$ cat src/rtl/rw_arbiter_pkg.sv
// Shared constants for the IF/MEM front-end arbiter: FSM state codes and
// read/write encodings used on the rw_* request bus.
package rw_arbiter_pkg;
  localparam logic [1:0] ST_IDLE     = 2'd0;
  localparam logic [1:0] ST_BUSY_IF  = 2'd1;
  localparam logic [1:0] ST_BUSY_MEM = 2'd2;
  localparam logic [1:0] ST_RESP     = 2'd3;

  localparam logic RW_READ  = 1'b0;
  localparam logic RW_WRITE = 1'b1;
endpackage

$ cat src/rtl/rw_arbiter.sv
// Round-robin arbiter sharing one rw_* front-end port between instruction
// fetch (read-only) and the memory stage; holds the winner's fields per txn.
module rw_arbiter
  import rw_arbiter_pkg::*;
#(
  parameter int RW_DATA_WIDTH = 64,
  parameter int RW_ADDR_WIDTH = 32
) (
  input  logic                     clock,
  input  logic                     reset,
  input  logic                     if_valid_i,
  input  logic [RW_ADDR_WIDTH-1:0] if_addr_i,
  input  logic [7:0]               if_size_i,
  output logic                     if_ready_o,
  output logic [RW_DATA_WIDTH-1:0] if_data_o,
  input  logic                     mem_valid_i,
  input  logic                     mem_wen_i,
  input  logic [RW_ADDR_WIDTH-1:0] mem_addr_i,
  input  logic [RW_DATA_WIDTH-1:0] mem_wdata_i,
  input  logic [7:0]               mem_size_i,
  output logic                     mem_ready_o,
  output logic [RW_DATA_WIDTH-1:0] mem_data_o,
  output logic                     rw_valid_o,
  output logic                     rw_wen_o,
  output logic [RW_ADDR_WIDTH-1:0] rw_addr_o,
  output logic [RW_DATA_WIDTH-1:0] rw_w_data_o,
  output logic [7:0]               rw_size_o,
  input  logic                     rw_ready_i,
  input  logic [RW_DATA_WIDTH-1:0] rw_data_i
);

  logic [1:0]               state_q, state_d;
  logic                     last_mem_q, last_mem_d;
  logic                     owner_mem_q, owner_mem_d;
  logic                     wen_q, wen_d;
  logic [RW_ADDR_WIDTH-1:0] addr_q, addr_d;
  logic [RW_DATA_WIDTH-1:0] wdata_q, wdata_d;
  logic [7:0]               size_q, size_d;
  logic [RW_DATA_WIDTH-1:0] data_q, data_d;
  logic                     grant_mem;

  // MEM wins only if alone, or on a tie when IF was served last.
  assign grant_mem = mem_valid_i & (~if_valid_i | ~last_mem_q);

  always_comb begin
    state_d     = state_q;
    last_mem_d  = last_mem_q;
    owner_mem_d = owner_mem_q;
    wen_d       = wen_q;
    addr_d      = addr_q;
    wdata_d     = wdata_q;
    size_d      = size_q;
    data_d      = data_q;
    case (state_q)
      ST_IDLE: begin
        if (if_valid_i || mem_valid_i) begin
          owner_mem_d = grant_mem;
          if (grant_mem) begin
            wen_d   = mem_wen_i ? RW_WRITE : RW_READ;
            addr_d  = mem_addr_i;
            wdata_d = mem_wdata_i;
            size_d  = mem_size_i;
            state_d = ST_BUSY_MEM;
          end else begin
            wen_d   = RW_READ;
            addr_d  = if_addr_i;
            wdata_d = '0;
            size_d  = if_size_i;
            state_d = ST_BUSY_IF;
          end
        end
      end
      ST_BUSY_IF, ST_BUSY_MEM: begin
        if (rw_ready_i) begin
          data_d     = rw_data_i;
          last_mem_d = owner_mem_q;
          state_d    = ST_RESP;
        end
      end
      default: state_d = ST_IDLE;
    endcase
  end

  always_ff @(posedge clock) begin
    if (!reset) begin
      state_q     <= ST_IDLE;
      last_mem_q  <= 1'b1;
      owner_mem_q <= 1'b0;
      wen_q       <= 1'b0;
      addr_q      <= '0;
      wdata_q     <= '0;
      size_q      <= '0;
      data_q      <= '0;
    end else begin
      state_q     <= state_d;
      last_mem_q  <= last_mem_d;
      owner_mem_q <= owner_mem_d;
      wen_q       <= wen_d;
      addr_q      <= addr_d;
      wdata_q     <= wdata_d;
      size_q      <= size_d;
      data_q      <= data_d;
    end
  end

  assign rw_valid_o  = (state_q == ST_BUSY_IF) || (state_q == ST_BUSY_MEM);
  assign rw_wen_o    = wen_q;
  assign rw_addr_o   = addr_q;
  assign rw_w_data_o = wdata_q;
  assign rw_size_o   = size_q;
  assign if_ready_o  = (state_q == ST_RESP) && !owner_mem_q;
  assign mem_ready_o = (state_q == ST_RESP) &&  owner_mem_q;
  assign if_data_o   = data_q;
  assign mem_data_o  = data_q;

endmodule
$ cat config.mk
export PLATFORM = sky130hd
export DESIGN_NAME = rw_arbiter
export DESIGN_NICKNAME = d
export VERILOG_FILES = /design/src/rtl/rw_arbiter_pkg.sv /design/src/rtl/rw_arbiter.sv
export SDC_FILE = /design/constraint.sdc
export NUM_CORES = 1
export LEC_CHECK = 0
export CAP_MARGIN = 15
export CELL_PAD_IN_SITES_DETAIL_PLACEMENT = 1
export CELL_PAD_IN_SITES_GLOBAL_PLACEMENT = 2
export CORE_MARGIN = 2
export CORE_UTILIZATION = 21
export DETAILED_ROUTE_END_ITERATION = 7
export PLACE_DENSITY_LB_ADDON = 0.1
export SYNTH_ARGS = -nofsm -noshare
export SYNTH_HDL_FRONTEND = slang
export SYNTH_SLANG_ARGS = --single-unit
$ cat constraint.sdc
create_clock -name clock -period 2.65 [get_ports clock]
set_input_delay 0.3975 -clock clock [delete_from_list [all_inputs] [get_ports clock]]
set_output_delay 0.3975 -clock clock [all_outputs]
set_load 0.05 [all_outputs]
Yosys cells after proc, flatten, opt, wreduce, memory -nomap -nowiden
Index checks and enable logic that the tools add are counted.
{ "totals": {"ff_bits": 173, "input_bits": 214, "output_inout_bits": 236} }
{ "classes": {"eq_ne": 5, "muxes": 9, "bitwise_logic": 4, "n_reduce_logical": 10} }
{ "ops": {"columns": ["operator", "n"], "rows": [
  ["64-bit 2-to-1 mux", 1],
  ["32-bit 2-to-1 mux", 1],
  ["8-bit 2-to-1 mux", 1],
  ["2-bit 2-to-1 mux", 3],
  ["2-bit AND reduction", 3],
  ["2-bit == test, second input constant", 2],
  ["2-bit != test, second input constant", 2],
  ["2-bit case mux with 2 select lines", 1],
  ["2-bit by 1-bit == test with 1-bit output, second input constant", 1],
  ["1-bit logical AND", 2],
  ["2-bit logical NOT", 1],
  ["1-bit logical OR", 2],
  ["1-bit 2-to-1 mux", 2],
  ["1-bit NOT", 2],
  ["2-bit OR reduction", 1],
  ["1-bit bitwise AND", 1],
  ["1-bit logical NOT", 1],
  ["1-bit OR", 1]
]} }

Logic depth before layout (Yosys ltp)
{ "depth": {"depth_word": 6, "depth_mapped": 8, "mapped_depth_nobuf": 5} }

Least setup slack after synthesis
Ideal clock, no wire load.
{ "synth_timing": {"path_type": "register to register", "from": "reg state_q[0]", "to": "reg state_q[1]", "setup_ns": 0.069, "t_arrival_ns": 1.729, "path_slack_ns": 0.852, "path_stages_with_launch": 6, "path_buffers": 0, "synth_period_minus_slack_ns": 1.798, "cell_sequence": "dfxtp_1 -> inv_1 -> ha_1 -> nor2b_1 -> or4b_1 -> o21ai_1"} }
{ "synth_between": {"elab_chain_cells": 4} }
{ "synth_lines": {"columns": ["element", "line", "source"], "rows": [
  ["start, declared", "rw_arbiter.sv:32", "logic [1:0] state_q, state_d;"],
  ["start signal, assigned", "rw_arbiter.sv:95", "state_q <= state_d;"],
  ["2-bit by 1-bit == test with 1-bit output / 2-bit == test (equally long branches)", "rw_arbiter.sv:54", "case (state_q)"],
  ["2-bit OR reduction", "rw_arbiter.sv:54", null],
  ["2-bit != test (no source line)", null, null],
  ["2-bit AND reduction (no source line)", null, null]
]} }
Several ways; a longest one is shown, not always the timed one.
A chain may end at the register's enable or synchronous reset.

Worst setup path after layout
{ "layout_timing": {"from": "reg state_q[0]", "to": "out rw_valid_o"} }
{ "layout_between": {"elab_chain_cells": 2} }
{ "layout_lines": {"columns": ["element", "line", "source"], "rows": [
  ["2-bit by 1-bit == test with 1-bit output / 2-bit == test (equally long branches)", "rw_arbiter.sv:106", "assign rw_valid_o = (state_q == ST_BUSY_IF) || (state_q == ST_BUSY_MEM);"],
  ["1-bit logical OR *", "rw_arbiter.sv:106", null],
  ["end, declared", "rw_arbiter.sv:23", "output logic rw_valid_o,"]
]} }
Every way passes the cells marked *; elsewhere a longest branch is shown, timed or not.

==> results.md <==
- Clk buf depth: 2
- #FFs+latches synth: approximately 170
- ANT nets after route: 0
- Overall Global Routing Usage: roughly 17%
- Maximum VDD drop: 0.000446 V
- Fmax: about 400 MHz
- Leak pwr: about 4.2 nW
- Row count: 67
- Detailed-route DRC error count: 0
- RSZ-0062 raised after global routing: no
- Design Area, Final: roughly 12000 µm²
- Setup Viol. Count Final: 0
- Power Internal: around 6.8 mW
- Worst Path Buf+Inv: 2
- Post-Synth Simple-Gate Area: approximately 15%
- Share of the clock period used by the worst path: 94.7%
- RD Place Congestion: a little under 0.8
- Syn Area/Cell: ~9 µm²
- Clock skew: between 6 and 7 ps
- Final Max Tran Viols: 0
- Slowest cell on the critical path: clkdlybuf4s50_1
- I/O pin count: 450
- Post-Place Cells: 1592
- Startpoint Class: flip-flop
- Rel. slew slack: 60.4%
- Layout cell share with drive strength beyond 1: 4.42%
- GRT busiest layer: met2
- DRT iter0 DRCs: around 230
- Multi-input logic area: ~2900 µm²
- Clk pwr share: 20.1%
- Pin count of the biggest net entering global routing: between 70 and 80
- Worst Path Required: approximately 2300 ps
- Sw Pwr: ~6.1 mW
- Clock sinks: between 150 and 200
- CP Class: flip-flop to output pin
- Power per cell area: approximately 1100 nW/µm²
- Post-route insts no fill: between 1500 and 2000
- Die area: between 30000 and 40000 µm²
- Worst-Skew Late Latency: ~440 ps
- Cell area after synthesis: approximately 7100 µm²
- Synth Area in Compound Gates: around a quarter
- Net Sw Frac: a little under half
- Post-DR wirelength/cell: ~19 µm
- Pre-antenna DRT Iters: 4
- WP depth: 3
- Hold Crit Depth: 2
- Cts repair resizes: 0
- H-tree lvl count: 4
- Root Buffer: clkbuf_16
- WL final: 30.7 mm
- Met2 usage: 28.1%
- Post-Synth XOR/XNOR Area: 0%
- Register area: 3460 µm²
- Largest delay share family, worst path: buffers and inverters
- Max-Cap Viols: 0
- WHS: between 300 and 400 ps
- Core Box Area: about 34000 µm²
- Mux cell area share after synthesis: 0%
- Final setup TNS: 0 ps
- Worst-margin pin slew: approximately 590 ps
- Critical-path cell list: inv_1 -> ha_2 -> clkdlybuf4s50_1
- Critical path peak fanout: 6
- Fillers: roughly 3800
- Data arrival, critical path: 2110 ps
- Vias in the first global route: 7388
- First-pass GRT wire length: between 40 and 50 mm
- Synth cell types: 25
- Post-CTS Hold Buffers: 0
- Most common cell after layout, fill and taps aside: clkdlybuf4s50_1
- Hold Path Class: input port to flip-flop
- Die height: 188 µm
- NumNets Final: 1379
- Port bufs: between 400 and 500
- Vias/cell: roughly 4.4
- Post-DP HPWL: between 20 and 25 mm
- Combinational fraction of design power: 52.2%
- TritonCTS Buffers: 17
- Endpoint type of the worst setup path: output pin
- Total gr overflow: 0
- GR Layer Usage met3: 6.31%
- Synth Area in Adders: less than 1%
- Slowest cell delay on critical path: 880 ps
- CTS tree: yes
- Cell count after synthesis: 817
- Post-CTS Setup Inserts: 0
- Seq pwr share: between 20% and 30%
- Seq/Total Area, Yosys: between 40% and 50%
- Most frequent cells in the layout: 448 x clkdlybuf4s50_1, 173 x dfxtp_1, 170 x nand2_1, 82 x a21oi_1, 68 x nor2b_1
- Warnings, synthesis: 0
- Final Hold Viols: 0
- Placed Area: between 10000 and 15000 µm²
- Initial antenna violation count: 5
- Layout area overhead: 71.1%
- Worst-path clk slew: roughly 70 ps
- GR Util met1: between 10% and 20%
- R2R depth: 6
- Die X: roughly 190 µm
- Vias: 7115
- Crit path time final: approximately 2500 ps
- Syn_nets: 1033
- Largest family of logic cells by synthesized area: compound AO/OA/AOI/OAI gates
- Initial Utilization: 21.3%
- Status: complete, no violations
## synthesized netlist by cell type
master / instances / share of area, %
ha_1: 2 / 0.35
o21ai_1: 2 / 0.14
o211ai_1: 2 / 0.21
a21bo_1: 1 / 0.14
nor2b_1: 68 / 6.0
buf_6: 5 / 0.79
nand3_1: 1 / 0.070
o21ai_0: 40 / 2.8
o21a_1: 1 / 0.11
clkbuf_1: 41 / 2.2
and2_1: 2 / 0.18
buf_1: 5 / 0.26
or4b_1: 1 / 0.14
inv_1: 2 / 0.11
a21boi_0: 64 / 6.7
a21boi_1: 1 / 0.11
buf_4: 64 / 6.7
nand2_1: 171 / 9.0
a32oi_1: 65 / 8.0
buf_2: 21 / 1.5
a22oi_1: 1 / 0.11
o21ai_2: 1 / 0.12
nor3b_1: 1 / 0.11
a21oi_1: 82 / 5.7
dfxtp_1: 173 / 49
## registers in the layout, indices dropped and copies added, names as in the netlist
name,flops
rw_w_data_o,64
owner_mem_q,1
rw_size_o,8
last_mem_q,1
rw_addr_o,32
rw_wen_o,1
state_q,2
if_data_o,64
## power by group through the flow
stage	clock network, mW	registers (mW)	logic, mW
after global routing	2.82	3.66	7.10
after CTS	2.71	3.59	6.84
after global placement	0	3.63	6.82
after detailed placement	0	3.64	6.82
final	2.60	3.57	6.74
after floorplan	0	5.54	2.57
## through the flow
step,power [mW],worst slack (ps),utilization [%]
after CTS,13.1,99.5,36.4
after floorplan,8.10,852,-
after global routing,13.6,61.5,36.4
after detailed placement,10.5,590,34.6
final,12.9,140,36.4
after global placement,10.4,615,34.6
## routing by layer
metal / vias to the layer above / share of wire, %
met3: 26 / 8.9
met1: 3365 / 41
met2: 283 / 48
li1: 3439 / -
met5: - / 0.052
met4: 2 / 2.0
## worst paths after layout
path / slack, ps / to / from
max: 140 / rw_valid_o / state_q[0]$_SDFFE_PN0P_
min: 320 / last_mem_q$_SDFFE_PN1P_ / reset
max reg2reg: 870 / rw_size_o[7]$_SDFFE_PN0P_ / state_q[0]$_SDFFE_PN0P_
min reg2reg: 480 / if_data_o[34]$_SDFFE_PN0P_ / if_data_o[34]$_SDFFE_PN0P_
## area by class of cell
type                            count  area share (%)
Clock inverter                     14            1.31
Timing Repair Buffer              463            38.5
Tap cell                          448            4.59
Inverter                            2          0.0615
Multi-Input combinational cell    506            23.6
Sequential cell                   173            28.4
Antenna cell                        3          0.0615
Clock buffer                       18            3.60
## cell families (layout without fill, tap and decap cells)
kind of cell,count (synthesis),in the layout
compound gates,260,260
buf+inv,138,497
fa+ha+maj,2,2
simple gates,244,244
other cells,0,3
flops,173,173
Note: power is estimated with default switching activity, not from simulation.
==> RTL change (same settings) <==
Set the parameter `RW_ADDR_WIDTH` to 48 (it was 32).
--- a/src/rtl/rw_arbiter.sv
+++ b/src/rtl/rw_arbiter.sv
@@ -4,7 +4,7 @@
   import rw_arbiter_pkg::*;
 #(
   parameter int RW_DATA_WIDTH = 64,
-  parameter int RW_ADDR_WIDTH = 32
+  parameter int RW_ADDR_WIDTH = 48
 ) (
   input  logic                     clock,
   input  logic                     reset,
Ports: changed (resized if_addr_i, mem_addr_i and rw_addr_o); port bits go from 450 to 498. No check against the original RTL was run, so the function may have changed too.
==> RTL change against the unedited design <==
Setup slack worse by 14 ps; synthesized area increased by 9.5%; routed wire length rose by 15%; critical path depth did not move; clock skew increased by 1.1 ps; total power increased by 12%; maximum frequency decreased by 0.54%; sequential cell count increased by 16; design area is 10% higher.
==> RTL change: results (changes against the unedited design) <==
| Item | Reported | vs unedited |
|:---|:---|:---|
| Final net count | 1540 | was 1379 |
| GRT Resource Usage Total | 0.176 | was 0.169 |
| Routability congestion estimate from global placement | 0.729 | was 0.768 |
| Slew at the pin with the worst max-slew slack | 751 ps | was 592 ps |
| Wire length of the first global-routing pass | 51.4 mm | was 45.9 mm |
| Diode count | 2 | was 3 |
| Fill cell total of the finished layout | 4209 | was 3837 |
| Initial drt markers | 213 | was 229 |
| Leak pwr | 4.70 nW | was 4.23 nW |
| Share of cell area taken by multi-input logic gates | 0.237 | was 0.236 |
| Most used standard cells in the synthesized netlist | dfxtp_1, nand2_1, a21oi_1 | unchanged |
| Yosys reg bits | 189 | was 173 |
| Register Area | 3780 µm² | was 3460 µm² |
| Layout clock area frac | 0.0469 | was 0.0491 |
| Final setup skew | 7.83 ps | was 6.69 ps |
| Number of global-route vias before repair | 8111 | was 7388 |
| Post-synthesis share of cell area spent on full adders, half adders and majority gates | 0.00320 | was 0.00351 |
| Via Count | 7912 | was 7115 |
| Status | completed | unchanged |
| Non-clk bufs | 512 | was 463 |
| Sequential cell area fraction in the yosys report | 0.484 | was 0.485 |
| Count of input and output buffers | 497 | was 449 |
| Maximum ir drop on the vdd rail | 0.000441 V | was 0.000446 V |
| Non-clk buf share | 0.390 | was 0.385 |
| Area contributors post-synth | dfxtp_1, nand2_1, a21oi_1 | was dfxtp_1, nand2_1, a32oi_1 |
RTL change: cell types whose count changed after synthesis, moves of 5 or more:
cell | before | now
a21oi_1 | 82 | 114
dfxtp_1 | 173 | 189
nand2_1 | 171 | 187
buf_2 | 21 | 35
o21ai_0 | 40 | 48
o21ai_1 | 2 | 10
buf_1 | 5 | 0
RTL change: where the power goes:
group / internal (W) / switching (W)
combinational: 0.00247 / 0.00514
sequential: 0.00352 / 0.000445
clock: 0.00161 / 0.00122
total: 0.00760 / 0.00681
RTL change: critical path: cells and delay by family (launching register included):
kind / cells / cell delay, ps
flops: 1 / 350
fa+ha+maj: 1 / 380
buf+inv: 2 / 940
RTL change: per-stage QoR:
step / area [µm²] / utilization / hold WS [ps] / std cells
2_1_floorplan: 7820 / - / 470 / 906
3_3_place_gp: 12800 / 0.350 / 467 / 1741
3_5_place_dp: 12800 / 0.350 / 480 / 1741
4_1_cts: 13400 / 0.367 / 383 / 1772
5_1_grt: 13400 / 0.367 / 423 / 1773
6_report: 13400 / 0.367 / 394 / 1774
RTL change: layer usage:
| layer | up-vias | track usage | wire length (µm) |
|---|---|---|---|
| li1 | 3820 | - | - |
| met1 | 3784 | 0.192 | 13700 |
| met2 | 281 | 0.310 | 17800 |
| met3 | 23 | 0.0758 | 3140 |
| met4 | 4 | 0.0459 | 467 |
| met5 | - | 0 | 24 |
RTL change: path summary, 6_finish.rpt:
kind	start	end	slack (ps)
max	state_q[1]	rw_valid_o	130
min	reset	last_mem_q	390
max reg2reg	state_q[0]	rw_w_data_o[40]	710
min reg2reg	if_data_o[42]	if_data_o[42]	480
